==> src/rtl/alu_arbiter_if.sv <==
// Signal bundle between alu_arbiter, its two clients and alu_top.
// The arbiter uses the slave modport; client/ALU-side logic uses master.
interface alu_arbiter_if;
    logic        req0_valid;
    logic        req0_ready;
    logic [2:0]  req0_op;
    logic [7:0]  req0_a;
    logic [7:0]  req0_b;
    logic        req1_valid;
    logic        req1_ready;
    logic [2:0]  req1_op;
    logic [7:0]  req1_a;
    logic [7:0]  req1_b;
    logic        rsp0_valid;
    logic [15:0] rsp0_result;
    logic        rsp0_err;
    logic        rsp1_valid;
    logic [15:0] rsp1_result;
    logic        rsp1_err;
    logic        alu_start;
    logic [2:0]  alu_op;
    logic [7:0]  alu_a;
    logic [7:0]  alu_b;
    logic        alu_done;
    logic [15:0] alu_result;

    modport slave (
        input  req0_valid, req0_op, req0_a, req0_b,
        input  req1_valid, req1_op, req1_a, req1_b,
        input  alu_done, alu_result,
        output req0_ready, req1_ready,
        output rsp0_valid, rsp0_result, rsp0_err,
        output rsp1_valid, rsp1_result, rsp1_err,
        output alu_start, alu_op, alu_a, alu_b
    );

    modport master (
        output req0_valid, req0_op, req0_a, req0_b,
        output req1_valid, req1_op, req1_a, req1_b,
        output alu_done, alu_result,
        input  req0_ready, req1_ready,
        input  rsp0_valid, rsp0_result, rsp0_err,
        input  rsp1_valid, rsp1_result, rsp1_err,
        input  alu_start, alu_op, alu_a, alu_b
    );
endinterface

==> src/rtl/alu_arbiter.sv <==
// Round-robin front end for two clients sharing alu_top; one operation in flight.
//   state | meaning
//   IDLE  | no operation; grant computed combinationally from valids and ptr
//   ISSUE | alu_start pulse, timeout counter loaded
//   WAIT  | waiting for alu_done or timeout
//   RESP  | one-cycle response to the latched requester, ptr flips
module alu_arbiter #(
    parameter int unsigned TIMEOUT = 64
) (
    input  logic         clk,
    input  logic         reset,
    alu_arbiter_if.slave bus,
    output logic         busy_o
);
    typedef enum logic [1:0] {S_IDLE, S_ISSUE, S_WAIT, S_RESP} state_t;

    localparam logic [2:0] OP_RSVD  = 3'd7;
    localparam logic [7:0] CNT_LOAD = 8'(TIMEOUT - 1);

    state_t      state_q, state_d;
    logic        ptr_q, ptr_d;
    logic        id_q, id_d;
    logic [2:0]  op_q, op_d;
    logic [7:0]  a_q, a_d;
    logic [7:0]  b_q, b_d;
    logic [7:0]  cnt_q, cnt_d;
    logic [15:0] res_q, res_d;
    logic        err_q, err_d;
    logic        grant;
    logic        accept;
    logic        rsp_sel;

    // Ready is held low while reset is asserted so every output reads 0 in reset.
    assign grant  = (bus.req0_valid & bus.req1_valid) ? ptr_q : bus.req1_valid;
    assign accept = (state_q == S_IDLE) & ~reset & (bus.req0_valid | bus.req1_valid);

    always_ff @(posedge clk or posedge reset) begin
        if (reset) begin
            state_q <= S_IDLE;
            ptr_q   <= 1'b0;
            id_q    <= 1'b0;
            op_q    <= '0;
            a_q     <= '0;
            b_q     <= '0;
            cnt_q   <= '0;
            res_q   <= '0;
            err_q   <= 1'b0;
        end else begin
            state_q <= state_d;
            ptr_q   <= ptr_d;
            id_q    <= id_d;
            op_q    <= op_d;
            a_q     <= a_d;
            b_q     <= b_d;
            cnt_q   <= cnt_d;
            res_q   <= res_d;
            err_q   <= err_d;
        end
    end

    always_comb begin
        state_d = state_q;
        ptr_d   = ptr_q;
        id_d    = id_q;
        op_d    = op_q;
        a_d     = a_q;
        b_d     = b_q;
        cnt_d   = cnt_q;
        res_d   = res_q;
        err_d   = err_q;
        case (state_q)
            S_IDLE: begin
                if (accept) begin
                    id_d = grant;
                    if (grant) begin
                        op_d = bus.req1_op;
                        a_d  = bus.req1_a;
                        b_d  = bus.req1_b;
                    end else begin
                        op_d = bus.req0_op;
                        a_d  = bus.req0_a;
                        b_d  = bus.req0_b;
                    end
                    if (op_d == OP_RSVD) begin
                        res_d   = '0;
                        err_d   = 1'b1;
                        state_d = S_RESP;
                    end else begin
                        state_d = S_ISSUE;
                    end
                end
            end
            S_ISSUE: begin
                cnt_d   = CNT_LOAD;
                state_d = S_WAIT;
            end
            S_WAIT: begin
                // Done is tested before terminal count so a late completion still wins.
                if (bus.alu_done) begin
                    res_d   = bus.alu_result;
                    err_d   = 1'b0;
                    state_d = S_RESP;
                end else if (cnt_q == 8'd0) begin
                    res_d   = '0;
                    err_d   = 1'b1;
                    state_d = S_RESP;
                end else begin
                    cnt_d = cnt_q - 8'd1;
                end
            end
            S_RESP: begin
                ptr_d   = ~id_q;
                state_d = S_IDLE;
            end
            default: state_d = S_IDLE;
        endcase
    end

    assign bus.alu_op = op_q;
    assign bus.alu_a  = a_q;
    assign bus.alu_b  = b_q;

    always_comb begin
        rsp_sel          = (state_q == S_RESP);
        busy_o           = (state_q != S_IDLE);
        bus.alu_start    = (state_q == S_ISSUE);
        bus.req0_ready   = accept & ~grant;
        bus.req1_ready   = accept & grant;
        bus.rsp0_valid   = rsp_sel & ~id_q;
        bus.rsp1_valid   = rsp_sel & id_q;
        bus.rsp0_result  = (rsp_sel & ~id_q) ? res_q : 16'h0000;
        bus.rsp1_result  = (rsp_sel & id_q) ? res_q : 16'h0000;
        bus.rsp0_err     = rsp_sel & ~id_q & err_q;
        bus.rsp1_err     = rsp_sel & id_q & err_q;
    end
endmodule

==> src/flat_wrapper.sv <==
// flat-port wrapper written by rule: the top's interface ports become plain ports
module alu_arbiter_flat 
#(
    parameter int unsigned TIMEOUT = 64
)
  (clk, reset, busy_o, bus_req0_valid, bus_req0_op, bus_req0_a, bus_req0_b, bus_req1_valid, bus_req1_op, bus_req1_a, bus_req1_b, bus_alu_done, bus_alu_result, bus_req0_ready, bus_req1_ready, bus_rsp0_valid, bus_rsp0_result, bus_rsp0_err, bus_rsp1_valid, bus_rsp1_result, bus_rsp1_err, bus_alu_start, bus_alu_op, bus_alu_a, bus_alu_b);
  alu_arbiter_if bus_i ();
  input  logic clk;
  input  logic reset;
  output logic busy_o;
  input wire logic [$bits(bus_i.req0_valid)-1:0] bus_req0_valid;
  input wire logic [$bits(bus_i.req0_op)-1:0] bus_req0_op;
  input wire logic [$bits(bus_i.req0_a)-1:0] bus_req0_a;
  input wire logic [$bits(bus_i.req0_b)-1:0] bus_req0_b;
  input wire logic [$bits(bus_i.req1_valid)-1:0] bus_req1_valid;
  input wire logic [$bits(bus_i.req1_op)-1:0] bus_req1_op;
  input wire logic [$bits(bus_i.req1_a)-1:0] bus_req1_a;
  input wire logic [$bits(bus_i.req1_b)-1:0] bus_req1_b;
  input wire logic [$bits(bus_i.alu_done)-1:0] bus_alu_done;
  input wire logic [$bits(bus_i.alu_result)-1:0] bus_alu_result;
  output wire logic [$bits(bus_i.req0_ready)-1:0] bus_req0_ready;
  output wire logic [$bits(bus_i.req1_ready)-1:0] bus_req1_ready;
  output wire logic [$bits(bus_i.rsp0_valid)-1:0] bus_rsp0_valid;
  output wire logic [$bits(bus_i.rsp0_result)-1:0] bus_rsp0_result;
  output wire logic [$bits(bus_i.rsp0_err)-1:0] bus_rsp0_err;
  output wire logic [$bits(bus_i.rsp1_valid)-1:0] bus_rsp1_valid;
  output wire logic [$bits(bus_i.rsp1_result)-1:0] bus_rsp1_result;
  output wire logic [$bits(bus_i.rsp1_err)-1:0] bus_rsp1_err;
  output wire logic [$bits(bus_i.alu_start)-1:0] bus_alu_start;
  output wire logic [$bits(bus_i.alu_op)-1:0] bus_alu_op;
  output wire logic [$bits(bus_i.alu_a)-1:0] bus_alu_a;
  output wire logic [$bits(bus_i.alu_b)-1:0] bus_alu_b;
  assign bus_i.req0_valid = bus_req0_valid;
  assign bus_i.req0_op = bus_req0_op;
  assign bus_i.req0_a = bus_req0_a;
  assign bus_i.req0_b = bus_req0_b;
  assign bus_i.req1_valid = bus_req1_valid;
  assign bus_i.req1_op = bus_req1_op;
  assign bus_i.req1_a = bus_req1_a;
  assign bus_i.req1_b = bus_req1_b;
  assign bus_i.alu_done = bus_alu_done;
  assign bus_i.alu_result = bus_alu_result;
  assign bus_req0_ready = bus_i.req0_ready;
  assign bus_req1_ready = bus_i.req1_ready;
  assign bus_rsp0_valid = bus_i.rsp0_valid;
  assign bus_rsp0_result = bus_i.rsp0_result;
  assign bus_rsp0_err = bus_i.rsp0_err;
  assign bus_rsp1_valid = bus_i.rsp1_valid;
  assign bus_rsp1_result = bus_i.rsp1_result;
  assign bus_rsp1_err = bus_i.rsp1_err;
  assign bus_alu_start = bus_i.alu_start;
  assign bus_alu_op = bus_i.alu_op;
  assign bus_alu_a = bus_i.alu_a;
  assign bus_alu_b = bus_i.alu_b;
  alu_arbiter #(.TIMEOUT(TIMEOUT)) u_core (.clk(clk), .reset(reset), .bus(bus_i), .busy_o(busy_o));
endmodule
==> config.mk <==
export PLATFORM = sky130hd
export DESIGN_NAME = alu_arbiter_flat
export DESIGN_NICKNAME = d
export VERILOG_FILES = /design/src/rtl/alu_arbiter_if.sv /design/src/rtl/alu_arbiter.sv /design/src/flat_wrapper.sv
export SDC_FILE = /design/constraint.sdc
export NUM_CORES = 1
export LEC_CHECK = 0
export CAP_MARGIN = 40
export CELL_PAD_IN_SITES_DETAIL_PLACEMENT = 1
export CELL_PAD_IN_SITES_GLOBAL_PLACEMENT = 1
export CORE_ASPECT_RATIO = 2
export CORE_MARGIN = 1
export CORE_UTILIZATION = 33
export CTS_CLUSTER_SIZE = 30
export DETAILED_ROUTE_END_ITERATION = 7
export HOLD_SLACK_MARGIN = 0.1
export PLACE_DENSITY_LB_ADDON = 0.2
export SLEW_MARGIN = 20
export SYNTH_ARGS = -nofsm -noshare
export SYNTH_HDL_FRONTEND = slang
export SYNTH_SLANG_ARGS = --single-unit
==> constraint.sdc <==
create_clock -name clk -period 4 [get_ports clk]
set_clock_uncertainty 0.05 [all_clocks]
set_input_delay 0.4 -clock clk [delete_from_list [all_inputs] [get_ports clk]]
set_output_delay 0.4 -clock clk [all_outputs]
set_load 0.02 [all_outputs]
==> results.md, run 1 <==
- Full die area: approximately 8400 µm²
- Routed Wire Length: ~8.7 mm
- Initial antenna violation count: 0
- Ant diodes: 0
- Number of synthesized flops with an enable pin: 0
- Vias in the first global route: 2,826
- Worst R2R End: u_core.res_q[7]$_DFFE_PP0P_
- Clock-pin transition on the worst setup and hold timing paths: roughly 60 ps
- Met2 Track Usage GR: 0.4154
- Grt met1 use: 0.2217
- Synth async-reset ratio: 1.000
- Post-CTS Resized: 0
- Met3 Use GR: 0.04433
- Num CTS Buffers: 5
- Endpoints failing setup: 0
- Worst ir drop on vdd: between 0.3 and 0.4 mV
- Final WS setup: about 1100 ps
- IO Port Bufs: 117
- Post-CTS setup buffers: 0
- CTS root buf: clkbuf_16
- Drt pass-1 iters: 4
- RePlAce Congestion: about 0.79
- Die width: about 65 µm
- Busiest layer in global routing: met2
- Vias after detailed routing: 2,603
- Share of cells above drive strength 1: 0.05440
- Commonest non-fill, non-tap cells in the layout: 117 x clkdlybuf4s50_1, 48 x dfrtp_1, 40 x nand2_1
- Crit-path max FO: 17
- Synth Register Bits: 48
- Leakage: ~1.8 nW
- DRC: 0
- Worst Tran Pin Value: 784.6 ps
- Crit path capture: bus_req0_ready
- Fin crit period: roughly 2900 ps
- Antenna Nets Post-Route: 0
- First-pass GRT wire length: 13.88 mm
- R2R setup slack: about 1700 ps
- RSZ-0062 raised after global routing: no
- Max Clk Rate: ~0.34 GHz
- Syn_nets: between 300 and 400
- Post-synth top flop: dfrtp_1
- Total GRT Usage: 0.2203
- Post-synthesis sequential area ratio: 0.4539
- Worst slack at placement: roughly 1100 ps
- Worst min-delay path class: flop to flop
- Final HPWL DP: ~6.5 mm
- Fin crit share: 0.7283
- Gr ovfl total: 0
- Setup TNS Final: 0 ps
- Die height: 128.6 µm
- Required time of the critical path: 3550 ps
- Clock Tree Buf Depth: 2
- Critical path startpoint category: flop
- Row Count: 45
- Ports: 118
- FF-to-FF Start: u_core.state_q[0]$_DFFE_PP0P_
- Initial Utilization: 0.3456
- Via/cell ratio: between 5 and 6
- Commonest non-fill, non-tap cell in the layout: clkdlybuf4s50_1
- Max Cap Violations: 0
- Nets@finish: 450
- Max-slew violations: 0
- Total power per unit cell area: between 700 and 800 nW/µm²
- Drt wl/cell: approximately 18 µm
- Synth Instances: between 200 and 300
- Final Hold Viols: 0
- Clk_lat worst skew: 290 ps
- Core Footprint: approximately 7700 µm²
- Crit. End Element: primary output
- Synth cell types: 42
- Mapped Area: approximately 2600 µm²
- TritonCTS clock tree: yes
- Outcome: finished clean
- Critical path arrival: 2460 ps
- CTS Sinks: 48
- Crit path kind: flop to primary output
- Ys Warns: 0
- Reg2reg path depth: 6
- Area grow syn2layout: 55.13%
- Hold-fix buffers, CTS: 0
- Slew headroom: 0.4769
- Largest net degree at the start of global routing: 26
- Crit path from: u_core.state_q[0]$_DFFE_PP0P_
- H-Tree Level Count: 2
- Mean post-synth cell area: ~10 µm²
- DRT iter0 DRCs: 76
-- power by group --
part           leakage (nW)  switching [mW]  internal [mW]
sequential            0.538           0.158          0.666
combinational          1.16           0.856          0.831
clock                0.0712           0.180          0.250
-- worst min path at each step --
stage	startpoint	to	cells past startpoint
after global routing	u_core.bus.alu_b[4]$_DFFE_PP0P_	u_core.bus.alu_b[4]$_DFFE_PP0P_	2
after CTS	u_core.bus.alu_b[6]$_DFFE_PP0P_	u_core.bus.alu_b[6]$_DFFE_PP0P_	2
after floorplan	u_core.ptr_q$_DFFE_PP0N_	u_core.ptr_q$_DFFE_PP0N_	2
after global placement	u_core.bus.alu_b[7]$_DFFE_PP0P_	u_core.bus.alu_b[7]$_DFFE_PP0P_	2
after detailed placement	u_core.bus.alu_b[6]$_DFFE_PP0P_	u_core.bus.alu_b[6]$_DFFE_PP0P_	2
final	u_core.bus.alu_b[6]$_DFFE_PP0P_	u_core.bus.alu_b[6]$_DFFE_PP0P_	2
-- metrics by stage --
| step | cell area, µm² | total power [mW] | hold WS (ps) | utilization | cells |
|---|---|---|---|---|---|
| after global routing | 4105 | 3.124 | 438.5 | 0.5361 | 480 |
| after CTS | 4098 | 2.972 | 419.3 | 0.5351 | 479 |
| after floorplan | 2646 | 1.799 | 430.4 | - | 268 |
| after global placement | 3904 | 2.455 | 398.7 | 0.5098 | 469 |
| after detailed placement | 3951 | 2.522 | 405.5 | 0.5160 | 471 |
| final | 4105 | 2.942 | 412.7 | 0.5361 | 480 |
-- metal layers --
metal / vias up / share of wire
met5: - / 0
li1: 1219 / -
met4: 0 / 0.029
met1: 1300 / 0.37
met3: 14 / 0.045
met2: 70 / 0.55
-- kinds of logic (layout without fill, tap and decap cells) --
| logic type | after synthesis | in the layout | share of synthesized area |
|---|---|---|---|
| mux | 5 | 5 | 0.01891 |
| xor+xnor | 2 | 2 | 0.006621 |
| compound gates | 75 | 75 | 0.2369 |
| flops | 48 | 48 | 0.4539 |
| fa+ha+maj | 6 | 6 | 0.02837 |
| simple gates | 109 | 109 | 0.2180 |
| buf+inv | 23 | 141 | 0.03735 |
-- Yosys cell counts, types with 2 or more instances --
library cell	count	area, µm²
and3_1	17	106.4
o21ai_0	6	30.03
nor2b_1	5	31.28
ha_1	6	75.07
nand2b_1	4	25.02
nand2_1	40	150.1
nor3b_1	2	15.01
a221o_1	16	160.2
a21oi_1	4	20.02
nor3_1	2	10.01
and2_1	18	112.6
nor2_1	11	41.29
a21o_1	2	15.01
a22oi_1	16	120.1
a22o_1	16	140.1
nor3_2	2	20.02
dfrtp_1	48	1201
nand3_1	3	15.01
mux2i_1	5	50.05
a31oi_1	3	18.77
inv_1	8	30.03
buf_2	4	20.02
clkbuf_1	10	37.54
a211oi_1	2	15.01
-- worst max-delay path, cell delays in order (launching register included) --
cell	delay [ps]
dfrtp_1	420
inv_1	110
ha_1	340
nor2b_1	260
o211a_1	180
buf_4	220
clkdlybuf4s50_1	640
-- sequential cells by signal, summed over array words and instances (netlist names) --
register	flops
u_core.bus.alu_a	8
u_core.res_q	16
u_core.ptr_q	1
u_core.bus.alu_b	8
u_core.id_q	1
u_core.state_q	2
u_core.bus.alu_op	3
u_core.cnt_q	8
u_core.err_q	1
-- final cells by class --
class	instances	area, µm²
Multi-Input combinational cell	197	1346
Timing Repair Buffer	125	1264
Fill cell	893	3552
Tap cell	94	117.6
Sequential cell	48	1201
Clock buffer	8	146.4
Inverter	8	30.03
No activity file was read; power rests on OpenSTA's default activity.
==> inputs of run 2 (changes only) <==
Settings changed: CORE_UTILIZATION 33 to 28.
Clock period 4 ns to 2.3 ns, I/O delays scaled along.
==> results.md, run 2 (synthesized netlist as in run 1, its figures left out) <==
- Met2 Track Usage GR: 0.3831 (-0.03231)
- First-pass GRT wire length: 14.59 mm (+5.1%)
- Endpoints failing setup: 0 (unchanged)
- Num CTS Buffers: 5 (unchanged)
- Fin crit period: about 2200 ps
- Max FFs per register: 16 (unchanged)
- Drt pass-1 iters: 6 (+2)
- Die height: 139.5 µm (+8.4%)
- Max Cap Violations: 0 (unchanged)
- Vias in the first global route: 2,889 (+2.2%)
- Worst min-delay path class: input port to asynchronous set/reset pin
- Largest net degree at the start of global routing: 36 (+38%)
- R2R setup slack: 140 ps (-1590 ps)
- Share of cells above drive strength 1: 0.06941 (+0.01500)
- IO Port Bufs: 117 (unchanged)
- Reg2reg path depth: 6 (unchanged)
- Post-DP Area: 3971 µm² (+0.51%)
- Antenna Nets Post-Route: 0 (unchanged)
- Final Hold Viols: 0 (unchanged)
- Top reg by flops: u_core.res_q
- Initial Utilization: 0.2916 (-0.05394)
- Critical path startpoint category: flop
- Worst Tran Pin Value: 731.7 ps (-52.96 ps)
- Leakage: 1.954 nW (+10%)
- Gr ovfl total: 0 (unchanged)
- DRC: 12 (+12)
- Via/cell ratio: 5.342 (-1.5%)
- Final HPWL DP: 6.814 mm (+4.3%)
- TritonCTS clock tree: yes
- Crit path kind: flop to primary output
- Commonest non-fill, non-tap cell in the layout: clkdlybuf4s50_1
- Die width: 70.74 µm (+8.3%)
- Max-slew violations: 0 (unchanged)
- Outcome: complete, but fails checks
- Clock Tree Buf Depth: 2 (unchanged)
- RSZ-0062 raised after global routing: no
- FF-to-FF Start: u_core.cnt_q[0]$_DFFE_PP0P_
- Setup TNS Final: 0 ps (unchanged)
- Total GRT Usage: 0.1907 (-0.02968)
- DRT iter0 DRCs: 109 (+43%)
- Final Hold Slack: 225.0 ps (-187.7 ps)
- CTS root buf: clkbuf_16
- Commonest non-fill, non-tap cells in the layout: 98 x clkdlybuf4s50_1, 48 x dfrtp_1, 40 x nand2_1
- Fin crit share: 0.9499
- Nets@finish: 453 (+0.67%)
- Clock-pin transition on the worst setup and hold timing paths: 70 ps (about the same)
- Drt wl/cell: 18.31 µm (+1.5%)
- RePlAce Congestion: 0.7518 (-4.9%)
- Worst slack at placement: 94.85 ps (-1041 ps)
- Row Count: 49 (+8.9%)
- Total power per unit cell area: 1246 nW/µm² (+74%)
- Worst ir drop on vdd: 0.5102 mV (+31%)
- Failing checks: DRC
- Area grow syn2layout: 56.78%
- Crit path from: u_core.state_q[0]$_DFFE_PP0P_
- Crit path capture: bus_rsp1_valid
- Clk_lat worst skew: 290 ps (about the same)
- Hold-fix buffers, CTS: 0 (unchanged)
- Crit. End Element: primary output
- Max Clk Rate: 0.4577 GHz
- Routed Wire Length: 8.992 mm (+3.8%)
- Met3 Use GR: 0.02969 (-0.01464)
- Slew headroom: 0.5122 (+0.03531)
- CTS Sinks: 48 (unchanged)
- H-Tree Level Count: 2 (unchanged)
- Non-Filler Instances: 491 (+2.3%)
- Placed Cells incl. Taps: 483 (+2.5%)
- Core Footprint: 9074 µm² (+18%)
- Busiest layer in global routing: met2
- Initial antenna violation count: 0 (unchanged)
- Full die area: 9867 µm² (+17%)
- Grt met1 use: 0.1852 (-0.03651)
- Vias after detailed routing: 2,623 (+0.77%)
- Worst R2R End: u_core.res_q[3]$_DFFE_PP0P_
- Required time of the critical path: 2020 ps (-1530 ps)
- Fin area: 4149 µm² (+1.1%)
- Crit-path max FO: 19 (+2)
- Ports: 118 (unchanged)
- Critical path arrival: 1900 ps (-560 ps)
- Ant diodes: 0 (unchanged)
- Final WS setup: 115.3 ps (-971.5 ps)
-- run 2: cell count changes in the layout (fill, tap and decap cells not counted), sizes merged --
cell           delta
clkdlybuf4s50    -19
dlygate4sd2      +12
dlymetal6s2s      +7
buf               +3
clkbuf            -3
bufinv            +1
clkinv            +1
clkinvlp          +1
-- run 2: what timing repair did --
action / 4_1_cts / 5_1_grt
gates resized for setup: 12 / 9
buffers inserted: 0 / 0
setup endpoints to repair: 12 / 10
-- run 2: through the flow --
step           utilization  power (mW)
5_1_grt             0.4573       5.486
2_1_floorplan            -       3.128
3_3_place_gp        0.4377       4.349
4_1_cts             0.4545       5.238
3_5_place_dp        0.4377       4.431
6_report            0.4573       5.170
-- run 2: power by group --
part | internal [mW] | leakage, nW | switching, mW
Clock | 0.511 | 0.0798 | 0.322
Combinational | 1.40 | 1.34 | 1.53
Sequential | 1.16 | 0.538 | 0.254
-- run 2: worst max-delay path, cell delays in order, from the launching register on --
cell and delay (ps):
dfrtp_1 400, ha_1 200, buf_4 220, and2_1 170, clkdlybuf4s50_1 620
-- run 2: area by class of cell --
cell class | count | area, µm²
Clock buffer | 5 | 125.1
Clock inverter | 3 | 42.54
Fill cell | 1063 | 4925
Inverter | 8 | 30.03
Multi-Input combinational cell | 197 | 1350
Sequential cell | 48 | 1201
Tap cell | 102 | 127.6
Timing Repair Buffer | 128 | 1272
-- run 2: layer usage --
layer | wire length (µm) | share of wire | vias up
met1 | 3245 | 0.36 | 1301
met4 | 195 | 0.022 | 0
met5 | 0 | 0 | -
met2 | 5149 | 0.57 | 84
li1 | - | - | 1225
met3 | 401 | 0.045 | 13
-- run 2: how the worst min path moves through the flow --
stage	startpoint	end	slack, ps
2_1_floorplan	bus_req1_a[0]	u_core.bus.alu_a[0]$_DFFE_PP0P_	320
3_3_place_gp	u_core.bus.alu_a[7]$_DFFE_PP0P_	u_core.bus.alu_a[7]$_DFFE_PP0P_	400
3_5_place_dp	u_core.bus.alu_a[0]$_DFFE_PP0P_	u_core.bus.alu_a[0]$_DFFE_PP0P_	410
4_1_cts	reset	u_core.bus.alu_op[1]$_DFFE_PP0P_	230
5_1_grt	reset	u_core.bus.alu_op[1]$_DFFE_PP0P_	270
6_report	reset	u_core.bus.alu_op[1]$_DFFE_PP0P_	230
